File: config.mk
export PLATFORM = sky130hd
export DESIGN_NAME = pong_match_ctrl
export DESIGN_NICKNAME = d
export VERILOG_FILES = /design/src/rtl/pong_pkg.sv /design/src/rtl/pong_pause_timer.sv /design/src/rtl/pong_match_ctrl.sv
export SDC_FILE = /design/constraint.sdc
export NUM_CORES = 1
export LEC_CHECK = 0
export CORE_ASPECT_RATIO = 0.8
export CORE_UTILIZATION = 30
export CTS_CLUSTER_SIZE = 12
export DETAILED_ROUTE_END_ITERATION = 12
export SLEW_MARGIN = 25
export SYNTH_ARGS = -nofsm -noshare
export SYNTH_HDL_FRONTEND = slang
export SYNTH_SLANG_ARGS = --single-unit
export TNS_END_PERCENT = 5
File: constraint.sdc
create_clock -name clk -period 4 [get_ports clk]
set_input_delay 0.8 -clock clk [delete_from_list [all_inputs] [get_ports clk]]
set_output_delay 0.8 -clock clk [all_outputs]
set_load 0.05 [all_outputs]
File: src/rtl/pong_pkg.sv
// Shared types and constants for the pong match controller.
//   state_e            : match state encoding (IDLE/SERVE/PLAY/OVER)
//   WinScoreDefault    : default points needed to win
//   PauseTicksDefault  : default serve pause length in refresh ticks
//   ScoreW / TimerW    : shadow score and pause timer widths
package pong_pkg;

  typedef enum logic [1:0] {
    StIdle  = 2'd0,
    StServe = 2'd1,
    StPlay  = 2'd2,
    StOver  = 2'd3
  } state_e;

  localparam int unsigned WinScoreDefault   = 11;
  localparam int unsigned PauseTicksDefault = 120;
  localparam int unsigned ScoreW            = 7;
  localparam int unsigned TimerW            = 8;

endpackage

File: src/rtl/pong_pause_timer.sv
// Load/decrement-on-tick down counter with an expiry flag.
//   clk, reset : clock, synchronous active-high reset (count -> 0)
//   load       : load load_val (wins over tick in the same cycle)
//   load_val   : reload value
//   tick       : decrement enable; count saturates at 0
//   done       : count already 0, or this tick takes it from 1 to 0
module pong_pause_timer
  import pong_pkg::*;
(
  input  logic              clk,
  input  logic              reset,
  input  logic              load,
  input  logic [TimerW-1:0] load_val,
  input  logic              tick,
  output logic              done
);

  logic [TimerW-1:0] count_q;

  always_ff @(posedge clk) begin
    if (reset) begin
      count_q <= '0;
    end else if (load) begin
      count_q <= load_val;
    end else if (tick && (count_q != '0)) begin
      count_q <= count_q - TimerW'(1);
    end
  end

  assign done = (count_q == '0) || (tick && (count_q == TimerW'(1)));

endmodule

File: src/rtl/pong_match_ctrl.sv
// Match-level controller for pong: turns ball misses into score-counter
// pulses, sequences the serve pause, detects the winner and freezes play.
//   clk, reset          : clock, synchronous active-high reset
//   refr_tick           : one-cycle frame tick
//   btn_start           : debounced start/restart level
//   miss_A / miss_B     : ball passed A's / B's paddle (point to B / A)
//   d_inc_A/d_inc_B/d_clr : one-cycle score counter commands
//   ball_reset          : one-cycle ball re-centre pulse
//   graph_still         : ball/paddles frozen
//   game_over, winner   : match finished, 0 = A won, 1 = B won
//   state_dbg           : current state encoding
module pong_match_ctrl
  import pong_pkg::*;
#(
  parameter int unsigned WIN_SCORE   = WinScoreDefault,
  parameter int unsigned PAUSE_TICKS = PauseTicksDefault
) (
  input  logic       clk,
  input  logic       reset,
  input  logic       refr_tick,
  input  logic       btn_start,
  input  logic       miss_A,
  input  logic       miss_B,
  output logic       d_inc_A,
  output logic       d_inc_B,
  output logic       d_clr,
  output logic       ball_reset,
  output logic       graph_still,
  output logic       game_over,
  output logic       winner,
  output logic [1:0] state_dbg
);

  localparam logic [ScoreW-1:0] WinVal   = ScoreW'(WIN_SCORE);
  localparam logic [TimerW-1:0] PauseVal = TimerW'(PAUSE_TICKS);

  state_e            state_q;
  logic              btn_start_q;
  logic [ScoreW-1:0] sc_a_q, sc_b_q;
  logic [ScoreW-1:0] sc_a_inc, sc_b_inc;
  logic              start_rise, can_start;
  logic              point_a, point_b, win_a, win_b;
  logic              timer_load, timer_tick, timer_done;

  assign start_rise = btn_start & ~btn_start_q;
  assign can_start  = (state_q == StIdle) || (state_q == StOver);

  // A simultaneous double miss scores nothing.
  assign point_a  = (state_q == StPlay) && miss_B && !miss_A;
  assign point_b  = (state_q == StPlay) && miss_A && !miss_B;
  assign sc_a_inc = sc_a_q + ScoreW'(1);
  assign sc_b_inc = sc_b_q + ScoreW'(1);
  assign win_a    = point_a && (sc_a_inc == WinVal);
  assign win_b    = point_b && (sc_b_inc == WinVal);

  // Load beats tick, so a tick coincident with entering SERVE is not counted.
  assign timer_load = (can_start && start_rise) || ((point_a || point_b) && !win_a && !win_b);
  assign timer_tick = refr_tick && (state_q == StServe);

  pong_pause_timer u_pause_timer (
    .clk      (clk),
    .reset    (reset),
    .load     (timer_load),
    .load_val (PauseVal),
    .tick     (timer_tick),
    .done     (timer_done)
  );

  always_ff @(posedge clk) begin
    if (reset) begin
      state_q     <= StIdle;
      btn_start_q <= 1'b0;
      sc_a_q      <= '0;
      sc_b_q      <= '0;
      d_inc_A     <= 1'b0;
      d_inc_B     <= 1'b0;
      d_clr       <= 1'b0;
      ball_reset  <= 1'b0;
      graph_still <= 1'b1;
      game_over   <= 1'b0;
      winner      <= 1'b0;
    end else begin
      btn_start_q <= btn_start;
      d_inc_A     <= 1'b0;
      d_inc_B     <= 1'b0;
      d_clr       <= 1'b0;
      ball_reset  <= 1'b0;
      unique case (state_q)
        StIdle, StOver: begin
          if (start_rise) begin
            state_q     <= StServe;
            d_clr       <= 1'b1;
            ball_reset  <= 1'b1;
            sc_a_q      <= '0;
            sc_b_q      <= '0;
            game_over   <= 1'b0;
            graph_still <= 1'b1;
          end
        end
        StServe: begin
          if (timer_done) begin
            state_q     <= StPlay;
            graph_still <= 1'b0;
          end
        end
        StPlay: begin
          if (point_a || point_b) begin
            ball_reset  <= 1'b1;
            graph_still <= 1'b1;
            d_inc_A     <= point_a;
            d_inc_B     <= point_b;
            if (point_a) sc_a_q <= sc_a_inc;
            if (point_b) sc_b_q <= sc_b_inc;
            if (win_a || win_b) begin
              state_q   <= StOver;
              game_over <= 1'b1;
              winner    <= win_b;
            end else begin
              state_q <= StServe;
            end
          end
        end
        default: state_q <= StIdle;
      endcase
    end
  end

  assign state_dbg = state_q;

endmodule

==> metrics.md <==
| Metric | Value |
|---|---|
| CTS root buffer | clkbuf_8 |
| Largest net degree at the start of global routing | 18 |
| Yosys Warn Count | 0 |
| Met3 wire length | between 150 and 200 microns |
| Wl on met1 | 2350 microns |
| Clock insertion delay at the later pin of the skew report | approximately 0.28 ns |
| Post-CTS Setup Bufs | 0 |
| Sequential share of the synthesized area | between 30% and 40% |
| EDFF count, synth | 0 |
| Synth area leaders | dfxtp_1 33%, ha_1 5.9%, a21oi_1 4.7% |
| Commonest cells after routing, fill and taps aside | 32 x dfxtp_1, 24 x nor2_1, 18 x a21oi_1 |
| Max-cap violations | 0 |
| Vias per cell | approximately 5.3 |
| Setup TNS | 0 ns |
| Routed vias | 1,735 |
| Measured slew at the worst slew-check pin | between 0.6 and 0.7 ns |
| Grt ovf | 0 |
| Final worst-path cycle share | just over 60% |
| Setup CP Type | primary input to register |
| Layout cells sized above 1 | about a tenth |
| Syn avg cell area | between 8 and 9 sq um |
| Nets@finish | between 200 and 300 |
| Outcome | finished clean |
| Ys async rst share | 0% |
| Peak VDD IR | around 0.18 mV |
| Pwr/cell area | about 470 mW/mm^2 |
| Top-area cell type share of the netlist area | between 30% and 40% |
| Worst path arrival time | approximately 2.6 ns |
| CP startpoint kind | primary input |
| Clock Pin Slew Worst Setup and Hold Paths | 0.07 ns |
| Post-synthesis register bit count | 32 |
| Hpwl dp | around 3300 microns |
| RSZ-0062 raised after global routing | no |
| Slew Limit Fails | 0 |
| Io pins | 15 |
| Port Buffers | 14 |
| Post-cts sizing count | 0 |
| Total CTS buffers | 5 |
| GRT Util Overall | ~14% |
| Fin crit period | around 2.4 ns |
| Core Box Area | 0.00604 sq mm |
| Overall power | between 0.001 and 0.0015 W |
| Sink Count | 32 |
| Die Wd | 91.5 microns |
| Hold slack | roughly 0.49 ns |
| Detailed-route wire length | around 4400 microns |
| Clock buffer depth | 2 |
| DRT iter0 DRCs | 79 |
| Commonest non-fill, non-tap cell in the layout | dfxtp_1 |
| Initial DRT Pass Iterations | 4 |
| Layout Skew | about 0.0061 ns |
| First-pass GRT wire length | roughly 7600 microns |
| Synth area leader | dfxtp_1 |
| Post-DRT Antenna Nets | 0 |
| Top FF cell, synth | dfxtp_1 |
| Std-Cell Rows | 25 |
| CTS H-tree lvls | 2 |
| Antenna Cells | 0 |
| Final Hold Violating Endpoints | 0 |
| Slew margin rel. | between 50% and 60% |
| Worst min path class | register to register |
| Final Core Density | 36.8% |
| Vias in the first global route | roughly 1.5k |
| Critical path capture point type | register |
| Routed WL per cell | about 14 microns |
| Die H | 73.6 microns |
| Die Area | a little under 0.007 sq mm |
| Residual DRC | 0 |
| Met2 wire len | 1870 microns |
| Area grow syn2layout | 15.7% |
| Worst Path Max Fanout | 7 |
| FMAX | just over 0.4 GHz |
| Placer's final routability congestion estimate | about 0.78 |
| Top routing layer in use | met4 |
| Synthesized instance count | 235 |
| # setup viols final | 0 |
| Leak | about 0.77 nW |
| CP Data Required Time | roughly 4.1 ns |
| Mapped cell area | around 0.0019 sq mm |
| CTS Hold Bufs | 0 |
| CTS tree | yes |
| Initial Utilization | 31.8% |
| Antenna violations before repair | 0 |
| Yosys cell types | 56 |
| Syn_nets | between 200 and 300 |
[metrics by stage]
step,cells,setup slack [ns],area (sq um)
after global placement,321,1.30,2130
after floorplan,235,1.86,1920
after global routing,328,1.42,2220
after detailed placement,321,1.26,2130
final,328,1.55,2220
after CTS,328,1.56,2220
[where the power goes]
group / switching [W] / internal, W / total (W)
Clock: 0.000108 / 0.000153 / 0.000261
Combinational: 0.000253 / 0.000133 / 0.000386
Sequential: 0.0000362 / 0.000353 / 0.000389
Total: 0.000397 / 0.000638 / 0.00104
[final cells by class]
type,count,area (sq um)
Fill cell,627,3810
Multi-Input combinational cell,179,1180
Sequential cell,32,641
Timing Repair Buffer,16,155
Tap cell,81,101
Clock buffer,7,96.3
Inverter,13,48.8
[synthesized netlist by cell type (all sizes together) (3+ instances only)]
master  count
dfxtp      32
nor2       24
a311oi      3
inv        13
buf         3
and3        9
ha          9
a31oi       5
o21ai      15
a211oi      3
xor2        3
o211ai      6
nor2b       4
nor3        6
xnor2       4
nand2b      3
nor4        7
clkbuf      8
nand3       8
or3         4
a21oi      18
nand2      15
[worst max-delay path, stage by stage]
cell,delay [ns]
clkdlybuf4s50_1,0.51
nor2b_1,0.46
o211a_1,0.22
a311oi_1,0.06
a311oi_2,0.43
nor4_1,0.09
[final timing paths]
check             from  slack [ns]                       end  cells after the start
max             miss_B        1.55  u_pause_timer.count_q[7]                      6
min          game_over        0.49                 game_over                      2
max reg2reg  sc_a_q[0]        1.76  u_pause_timer.count_q[7]                      6
min reg2reg  game_over        0.49                 game_over                      2
[cells by family after synthesis]
family          share of synthesized area (%)
buf+inv                                  5.21
simple gates                             25.5
compound gates                           25.8
xor+xnor                                 3.19
fa+ha+maj                                5.86
mux                                      1.04
flops                                    33.3
[state kept, by name (all words and copies together), names as in the netlist, 2 cells and up]
| name | cells |
|---|---|
| sc_b_q | 7 |
| sc_a_q | 7 |
| u_pause_timer.count_q | 8 |
| state_dbg | 2 |
[per-layer routing]
| metal | track usage, % | vias up |
|---|---|---|
| li1 | - | 897 |
| met1 | 20.1 | 802 |
| met2 | 21.0 | 31 |
| met3 | 3.52 | 5 |
| met4 | 4.59 | 0 |
| met5 | 0 | - |
Note: power is estimated with default switching activity, not from simulation.
